`config.mk`:
```
export PLATFORM = sky130hd
export DESIGN_NAME = fx_iter_divsqrt
export DESIGN_NICKNAME = d
export VERILOG_FILES = /design/src/rtl/fx_iter_divsqrt_pkg.sv /design/src/rtl/fx_iter_divsqrt_sign_fixup.sv /design/src/rtl/fx_iter_divsqrt.sv
export SDC_FILE = /design/constraint.sdc
export NUM_CORES = 1
export LEC_CHECK = 0
export BUFFER_PORTS_ARGS = -buffer_cell sky130_fd_sc_hd__buf_2
export CAP_MARGIN = 20
export CORE_MARGIN = 2
export CORE_UTILIZATION = 45
export CTS_BUF_LIST = sky130_fd_sc_hd__clkbuf_2
export DETAILED_ROUTE_END_ITERATION = 8
export PLACE_DENSITY_LB_ADDON = 0.3
export SLEW_MARGIN = 30
export SYNTH_ARGS = -nofsm -noshare
export SYNTH_HDL_FRONTEND = slang
export SYNTH_HIERARCHICAL = 1
export SYNTH_SLANG_ARGS = --single-unit
export TNS_END_PERCENT = 1
```
`constraint.sdc`:
```
create_clock -name clk -period 6.9 [get_ports clk]
set_clock_uncertainty 0.15 [all_clocks]
set_input_delay 1.725 -clock clk [delete_from_list [all_inputs] [get_ports clk]]
set_output_delay 1.725 -clock clk [all_outputs]
set_load 0.02 [all_outputs]
```
`src/rtl/fx_iter_divsqrt_pkg.sv`:
```
// rtl/fx_iter_divsqrt_pkg.sv - shared op/state encodings and range constants for the divide/sqrt unit
package fx_iter_divsqrt_pkg;

    typedef enum logic {
        FX_DIV  = 1'b0,
        FX_SQRT = 1'b1
    } fx_op_e;

    typedef enum logic [1:0] {
        IDLE  = 2'd0,
        ITER  = 2'd1,
        FIXUP = 2'd2,
        DONE  = 2'd3
    } fx_ds_state_e;

    localparam int FX_WIDTH = 32;
    localparam logic [FX_WIDTH-1:0] FX_MAX_POS = {1'b0, {(FX_WIDTH-1){1'b1}}};
    localparam logic [FX_WIDTH-1:0] FX_MIN_NEG = {1'b1, {(FX_WIDTH-1){1'b0}}};

endpackage

```
`src/rtl/fx_iter_divsqrt_sign_fixup.sv`:
```
// rtl/fx_iter_divsqrt_sign_fixup.sv - magnitude+sign to two's complement with overflow detect
// Clamps on overflow when FX_DIVSQRT_SATURATE_EN is defined, otherwise keeps the wrapped low bits.
module fx_sign_fixup #(
    parameter int WIDTH = 32,
    parameter int MAG_W = 48
) (
    input  logic [MAG_W-1:0] mag,
    input  logic             neg,
    output logic [WIDTH-1:0] result,
    output logic             ovf
);

    // Negative results may reach one step further than positive ones (-2^(WIDTH-1)).
    localparam logic [MAG_W-1:0] LIM_POS = {{(MAG_W-WIDTH+1){1'b0}}, {(WIDTH-1){1'b1}}};
    localparam logic [MAG_W-1:0] LIM_NEG = LIM_POS + MAG_W'(1);
`ifdef FX_DIVSQRT_SATURATE_EN
    localparam logic [WIDTH-1:0] MAX_POS = {1'b0, {(WIDTH-1){1'b1}}};
    localparam logic [WIDTH-1:0] MIN_NEG = {1'b1, {(WIDTH-1){1'b0}}};
`endif

    always_comb begin
        ovf    = neg ? (mag > LIM_NEG) : (mag > LIM_POS);
        result = neg ? -mag[WIDTH-1:0] : mag[WIDTH-1:0];
`ifdef FX_DIVSQRT_SATURATE_EN
        if (ovf) begin
            result = neg ? MIN_NEG : MAX_POS;
        end
`endif
    end

endmodule

```
`src/rtl/fx_iter_divsqrt.sv`:
```
// rtl/fx_iter_divsqrt.sv - iterative signed fixed-point divide / square root, one result bit per clock
// Overflow behaviour selected by FX_DIVSQRT_SATURATE_EN (clamp) or its absence (wrap).
module fx_iter_divsqrt
    import fx_iter_divsqrt_pkg::*;
#(
    parameter int WIDTH = 32,
    parameter int FRAC  = 16,
    parameter int TAG_W = 8
) (
    input  logic             clk,
    input  logic             reset,
    input  logic             in_valid,
    output logic             in_ready,
    input  logic             in_op,
    input  logic [WIDTH-1:0] in_a,
    input  logic [WIDTH-1:0] in_b,
    input  logic [TAG_W-1:0] in_tag,
    output logic             out_valid,
    input  logic             out_ready,
    output logic [WIDTH-1:0] out_result,
    output logic [TAG_W-1:0] out_tag,
    output logic             out_err,
    output logic             out_ovf
);

    localparam int DW = WIDTH + FRAC;
    localparam int RW = WIDTH + 1;
    localparam int CW = $clog2(DW + 1);

    localparam logic [CW-1:0] N_DIV_M1  = CW'(DW - 1);
    localparam logic [CW-1:0] N_SQRT_M1 = CW'(DW / 2 - 1);

    localparam logic [1:0] S_IDLE  = IDLE;
    localparam logic [1:0] S_ITER  = ITER;
    localparam logic [1:0] S_FIXUP = FIXUP;
    localparam logic [1:0] S_DONE  = DONE;

    localparam logic [WIDTH-1:0] MAX_POS = {1'b0, {(WIDTH-1){1'b1}}};
    localparam logic [WIDTH-1:0] MIN_NEG = {1'b1, {(WIDTH-1){1'b0}}};

    logic [1:0]       state_q, state_d;
    logic [CW-1:0]    cnt_q, cnt_d;
    logic [RW-1:0]    rem_q, rem_d;
    logic [DW-1:0]    work_q, work_d;
    logic [DW-1:0]    quo_q, quo_d;
    logic [WIDTH-1:0] babs_q, babs_d;
    logic             op_q, op_d;
    logic             neg_q, neg_d;
    logic             err_q, err_d;
    logic [TAG_W-1:0] tag_q, tag_d;
    logic [WIDTH-1:0] out_result_q, out_result_d;
    logic [TAG_W-1:0] out_tag_q, out_tag_d;
    logic             out_err_q, out_err_d;
    logic             out_ovf_q, out_ovf_d;

    logic [WIDTH-1:0] a_abs, b_abs;
    logic [RW:0]      rs, trial;
    logic             fits;
    logic [RW-1:0]    rem_next;
    logic [DW-1:0]    work_next;
    logic [WIDTH-1:0] fix_result;
    logic             fix_ovf;

    assign a_abs = in_a[WIDTH-1] ? -in_a : in_a;
    assign b_abs = in_b[WIDTH-1] ? -in_b : in_b;

    // Shared step: DIV brings in one dividend bit against |b|, SQRT two radicand bits against 4*root+1.
    always_comb begin
        if (op_q == FX_SQRT) begin
            rs        = {rem_q[RW-2:0], work_q[DW-1:DW-2]};
            trial     = {quo_q[RW-2:0], 2'b01};
            work_next = {work_q[DW-3:0], 2'b00};
        end else begin
            rs        = {rem_q, work_q[DW-1]};
            trial     = {2'b00, babs_q};
            work_next = {work_q[DW-2:0], 1'b0};
        end
        fits     = (rs >= trial);
        rem_next = fits ? (rs[RW-1:0] - trial[RW-1:0]) : rs[RW-1:0];
    end

    fx_sign_fixup #(
        .WIDTH (WIDTH),
        .MAG_W (DW)
    ) u_sign_fixup (
        .mag    (quo_q),
        .neg    (neg_q),
        .result (fix_result),
        .ovf    (fix_ovf)
    );

    always_comb begin
        state_d      = state_q;
        cnt_d        = cnt_q;
        rem_d        = rem_q;
        work_d       = work_q;
        quo_d        = quo_q;
        babs_d       = babs_q;
        op_d         = op_q;
        neg_d        = neg_q;
        err_d        = err_q;
        tag_d        = tag_q;
        out_result_d = out_result_q;
        out_tag_d    = out_tag_q;
        out_err_d    = out_err_q;
        out_ovf_d    = out_ovf_q;

        case (state_q)
            S_IDLE: begin
                if (in_valid) begin
                    op_d   = in_op;
                    tag_d  = in_tag;
                    rem_d  = '0;
                    quo_d  = '0;
                    babs_d = b_abs;
                    err_d  = 1'b0;
                    if (in_op == FX_SQRT) begin
                        neg_d  = 1'b0;
                        work_d = {in_a, {FRAC{1'b0}}};
                        cnt_d  = N_SQRT_M1;
                        if (in_a[WIDTH-1]) begin
                            err_d   = 1'b1;
                            state_d = S_FIXUP;
                        end else begin
                            state_d = S_ITER;
                        end
                    end else begin
                        work_d = {a_abs, {FRAC{1'b0}}};
                        cnt_d  = N_DIV_M1;
                        if (in_b == '0) begin
                            // neg_q carries the dividend sign so FIXUP can pick the saturation rail.
                            err_d   = 1'b1;
                            neg_d   = in_a[WIDTH-1];
                            state_d = S_FIXUP;
                        end else begin
                            neg_d   = in_a[WIDTH-1] ^ in_b[WIDTH-1];
                            state_d = S_ITER;
                        end
                    end
                end
            end
            S_ITER: begin
                rem_d  = rem_next;
                work_d = work_next;
                quo_d  = {quo_q[DW-2:0], fits};
                if (cnt_q == '0) begin
                    state_d = S_FIXUP;
                end else begin
                    cnt_d = cnt_q - CW'(1);
                end
            end
            S_FIXUP: begin
                out_tag_d = tag_q;
                out_err_d = err_q;
                if (err_q) begin
                    out_result_d = (op_q == FX_SQRT) ? '0 : (neg_q ? MIN_NEG : MAX_POS);
                    out_ovf_d    = 1'b0;
                end else begin
                    out_result_d = fix_result;
                    out_ovf_d    = fix_ovf;
                end
                state_d = S_DONE;
            end
            S_DONE: begin
                if (out_ready) begin
                    state_d = S_IDLE;
                end
            end
            default: state_d = S_IDLE;
        endcase
    end

    always_ff @(posedge clk) begin
        if (reset) begin
            state_q      <= S_IDLE;
            cnt_q        <= '0;
            rem_q        <= '0;
            work_q       <= '0;
            quo_q        <= '0;
            babs_q       <= '0;
            op_q         <= 1'b0;
            neg_q        <= 1'b0;
            err_q        <= 1'b0;
            tag_q        <= '0;
            out_result_q <= '0;
            out_tag_q    <= '0;
            out_err_q    <= 1'b0;
            out_ovf_q    <= 1'b0;
        end else begin
            state_q      <= state_d;
            cnt_q        <= cnt_d;
            rem_q        <= rem_d;
            work_q       <= work_d;
            quo_q        <= quo_d;
            babs_q       <= babs_d;
            op_q         <= op_d;
            neg_q        <= neg_d;
            err_q        <= err_d;
            tag_q        <= tag_d;
            out_result_q <= out_result_d;
            out_tag_q    <= out_tag_d;
            out_err_q    <= out_err_d;
            out_ovf_q    <= out_ovf_d;
        end
    end

    assign in_ready   = (state_q == S_IDLE);
    assign out_valid  = (state_q == S_DONE);
    assign out_result = out_result_q;
    assign out_tag    = out_tag_q;
    assign out_err    = out_err_q;
    assign out_ovf    = out_ovf_q;

endmodule

```
# Word level (Yosys, flattened, before mapping)
# Index checks and enable logic that the tools add are counted.
# word_totals
reg_bits	222
input_bits	77
output_inout_bits	44
# op_classes
bitwise_logic	1
add_sub_neg	5
n_reduce_logical	8
n_eq_ne	7
magnitude_cmp	3
mux	35
# ops
op	n
two-way mux 32 bit	6
two-way mux 48 bit	4
one-hot mux 48 bit (2 select lines)	2
negation 32 bit	3
two-way mux 34 bit	2
two-way mux 33 bit	2
one-hot mux 33 bit (2 select lines)	1
> comparator 48 x 31 -> 1 bit, second input constant	1
> comparator 48 x 32 -> 1 bit, second input constant	1
greater-or-equal comparator 34 bit	1
subtractor 33 bit	1
logical NOT 32 bit	1
two-way mux 6 bit	3
two-way mux 2 bit	6
one-hot mux 6 bit (2 select lines)	1
one-hot mux 2 bit (4 select lines)	1
two-way mux 1 bit	7
logical NOT 6 bit	1
inequality test 2 bit, second input constant	3
AND reduction 3 bit	2
subtractor 6 x 1 -> 6 bit, second input constant	1
== test 2 bit, second input constant	2
AND reduction 2 bit	2
== test 2 x 1 -> 1 bit, second input constant	1
4 further kinds	4

# Logic depth before layout (Yosys ltp)
# depth
ltp_word	5
ltp_mapped	17
depth_no_buf	13

# By module
# The synthesis kept the hierarchy.
# modules_own_cells
module	area_each_um2	cells_each	seq_area_each_um2	instances
fx_iter_divsqrt	11989.0	1458	4124.0	1
fx_sign_fixup	838.3	107	0.0	1

# Worst setup path after synthesis
# OpenSTA, ideal clock, no wires.
# synth_timing
path_type	register to register
startpoint	register op_q
endpoint	register rem_q[21]
setup_slack_ns	2.788
n_path_buf	6
synth_period_minus_slack_ns	4.112
arrival_ns	3.846
setup_ns	0.117
stages_incl_launch_ff	16
cell_sequence	dfxtp_1 clkbuf_1 clkbuf_1 clkbuf_1 buf_2 mux2i_1 ha_1 clkbuf_1 a21oi_1 o21ai_0 or3_1 o21a_1 a21oi_4 buf_2 o21ai_0 a22o_1
# synth_via
elab_chain_cells	4
# synth_rtl
element	line	text
start: declaration	fx_iter_divsqrt.sv:47	logic op_q, op_d;
start signal: assignment	fx_iter_divsqrt.sv:196	op_q <= op_d;
two-way mux 34 bit	fx_iter_divsqrt.sv:69	if (op_q == FX_SQRT) begin
subtractor 33 bit or greater-or-equal comparator 34 bit (tied branches)	fx_iter_divsqrt.sv:79, fx_iter_divsqrt.sv:78	
two-way mux 33 bit (*)	fx_iter_divsqrt.sv:79	rem_next = fits ? (rs[RW-1:0] - trial[RW-1:0]) : rs[RW-1:0];
one-hot mux 33 bit (2 select lines) (*)	fx_iter_divsqrt.sv:108	case (state_q)
end signal: assignment	fx_iter_divsqrt.sv:192	rem_q <= rem_d;
end: declaration	fx_iter_divsqrt.sv:43	logic [RW-1:0] rem_q, rem_d;
# Mark *: on every way between the ends. The rest lies on a longest branch, timed or not.
# A chain may end at the register's enable or synchronous reset.

# Worst setup path after layout
# layout_timing
startpoint	register op_q
endpoint	register rem_q[12]
# Same word-level chain as after synthesis.

==> results.txt <==
Worst hold endpoint - tag_q[7]
Peak fanout along the critical path - 36
Post-route setup slack - 2.40 ns
Synth top area share - 32.1%
Gate Count Post-Synth - 1565
Syn Nets - 1686
Sequential power share - 35.5%
Mean Syn Cell Area - 8.20 sq um
Clock root cell - clkbuf_2
DR pass1 iterations - 5
Std-Cell Rows - 61
Synth warn - 6
I/O Pins - 121
Asr flop ratio synth - 0%
Nets@finish - 1764
Comb pwr share - 45.1%
Seq/Total Area, Yosys - 32.1%
Req. time, crit path - 7.39 ns
Outcome - finished, final reports clean
Hold buffer count at CTS - 0
Pwr dens - 307 nW/um^2
R2R cell count - 14
Area after DPL - 13600 sq um
Total power - 0.00435 W
Antenna Nets Post-Route - 0
Clk sink count - 206
Max clock buf depth - 3
H-tree depth - 2
Setup bufs post-CTS - 0
Clk_lat worst skew - 0.85 ns
Hold Path Depth - 2
Max capacitance violation total - 0
Top FF cell, synth - dfxtp_1
Worst Tran Pin Value - 0.917 ns
Largest net degree at the start of global routing - 106
Antenna violations before repair - 3
Flop and latch count out of synthesis - 206
Starting Density - 45.9%
Hold_sp - tag_q[7]
HP Class - reg -> reg
Peak VDD IR - 0.341 mV
Internal power - 0.00241 W
First-pass GRT wire length - 55.6 mm
Total gr overflow - 0
Routability cong. - 0.938
Critical Path Source Type - flop
WL per Instance - 16.4 microns
Share of power burned in the clock network - 19.4%
Number of library cell types mapped by synthesis - 72
Die area - 29900 sq um
RR Startpoint - op_q
Setup violations, final - 0
R2R setup slack - 2.40 ns
1st-iter DRT viols - 801
Synthesized area - 12800 sq um
Post-cts sizing count - 0
Final period util - 65.2%
Reg clk slew, reported paths - 0.11 ns
Final min period - 4.50 ns
Pre-CTS WS - 2.42 ns
Post-synth EDFFs - 0
LEAKAGE - 5.72 nW
Final wirelength - 33.8 mm
Die Width - 173 microns
TritonCTS clock tree - built
Via Count - 11700
Area growth syn-to-layout - 10.2%
CP Data Arrival Time - 4.99 ns
CP startpoint - op_q
Area contributors post-synth - dfxtp_1, a21oi_1, mux2i_1
Port buffer count - 120
Timing-limited maximum frequency - 222 MHz
Pins Over Slew Limit - 0
Filler cells - 2839
CTS Buf Count - 56
Critical setup path kind - reg -> reg
Dpl hpwl - 24.0 mm
GRT Total Usage - 22.1%
Fin. Hold Viols - 0
Post-route cell area - 14100 sq um
Fraction of layout cells with a size suffix above 1 - 18.0%
Via-to-Cell Ratio - 5.67
Yosys top cell by area - dfxtp_1
Sw Pwr - 0.00193 W
Slew margin rel. - 38.7%
FF-to-FF End - rem_q[12]
Crit. End Element - flop
Vias in the first global route - 11100
Total core area - 27900 sq um
RSZ-0062 raised after global routing - no
Die height - 173 microns
Sw frac - 44.5%
Total negative slack - 0 ns
# DRC - 0
==> cell usage in the layout, fill, tap and decap left out, types with 18 or more instances in the layout <==
master,n
clkbuf_2,82
mux2i_1,77
nor2_1,143
nor2b_1,35
xor2_1,56
buf_2,119
inv_1,25
xnor2_1,61
mux2_2,34
dfxtp_1,205
a211oi_1,35
o211ai_1,29
nor3_1,21
nand2_1,156
a22oi_1,54
a21oi_1,163
o31ai_1,19
ha_1,41
nand2b_1,18
o21ai_0,77
==> worst max-delay path by stage <==
stage | slack (ns) | end | cells after the start
2_1_floorplan | 2.79 | rem_q[21] | 15
3_3_place_gp | 2.05 | rem_q[13] | 12
5_1_grt | 2.16 | rem_q[12] | 14
3_5_place_dp | 2.42 | rem_q[20] | 11
4_1_cts | 2.34 | rem_q[12] | 13
6_report | 2.40 | rem_q[12] | 14
==> registers in the layout (all words and copies together) (netlist names) <==
register	cells
out_tag	8
state_q	2
out_result	32
err_q	1
op_q	1
cnt_q	6
out_err	1
out_ovf	1
work_q	32
quo_q	48
tag_q	8
rem_q	33
babs_q	32
neg_q	1
==> synth_stat cells, drive strengths merged (20+ instances only) <==
library cell / n
o211ai: 29
ha: 43
a211oi: 36
o41ai: 20
buf: 25
nor2: 144
inv: 25
a21oi: 164
mux2: 34
xnor2: 61
nor2b: 37
mux2i: 77
o21ai: 88
nand2: 158
nor3: 23
xor2: 56
a22oi: 54
clkbuf: 90
dfxtp: 206
==> power by group through the flow <==
stage	Sequential, W	Clock (W)	Combinational [W]
3_3_place_gp	0.00158	0	0.00190
4_1_cts	0.00156	0.000880	0.00194
5_1_grt	0.00157	0.000948	0.00219
6_report	0.00154	0.000844	0.00196
2_1_floorplan	0.00153	0	0.00151
3_5_place_dp	0.00158	0	0.00194
==> cells by family after synthesis <==
kind of cell             synth area share [%]
AND/OR/NAND/NOR                          17.6
flip-flops                               32.1
buffers and inverters                    4.27
XOR/XNOR                                 7.99
AO/OA/AOI/OAI                            24.6
adder cells (fa/ha/maj)                  4.35
multiplexers                             8.99
==> layer usage <==
metal / wire length [microns] / GRT usage (%) / up-vias
met5: 0 / 0 / -
met4: 982 / 8.02 / 0
met3: 1600 / 3.76 / 61
met2: 15900 / 37.1 / 301
met1: 15300 / 28.5 / 5494
li1: - / - / 5863
==> stage by stage <==
stage,hold slack (ns),instances,utilization (%)
after floorplan,0.281,1565,-
after global placement,0.294,1961,48.6
after detailed placement,0.301,1962,48.8
after CTS,0.314,2062,50.5
after global routing,0.327,2065,50.6
final,0.310,2066,50.6
==> critical path, stage by stage (launching register included) <==
cell,delay [ns]
dfxtp_4,0.67
buf_12,0.30
mux2i_1,0.27
ha_1,0.19
inv_1,0.05
fa_1,0.43
a211oi_1,0.36
nor2_1,0.14
o211ai_1,0.30
a211oi_2,0.15
o21a_1,0.23
a21oi_4,0.44
buf_4,0.29
mux2i_1,0.21
o21ai_1,0.07
==> area by class of cell <==
class	count	area, sq um	area share [%]
Clock buffer	82	410	2.90
Timing Repair Buffer	135	764	5.41
Inverter	25	93.8	0.664
Sequential cell	206	4130	29.2
Antenna cell	3	7.51	0.0531
Multi-Input combinational cell	1219	8180	57.9
Clock inverter	18	82.6	0.584
Tap cell	378	473	3.34
No activity file was read; power rests on OpenSTA's default activity.
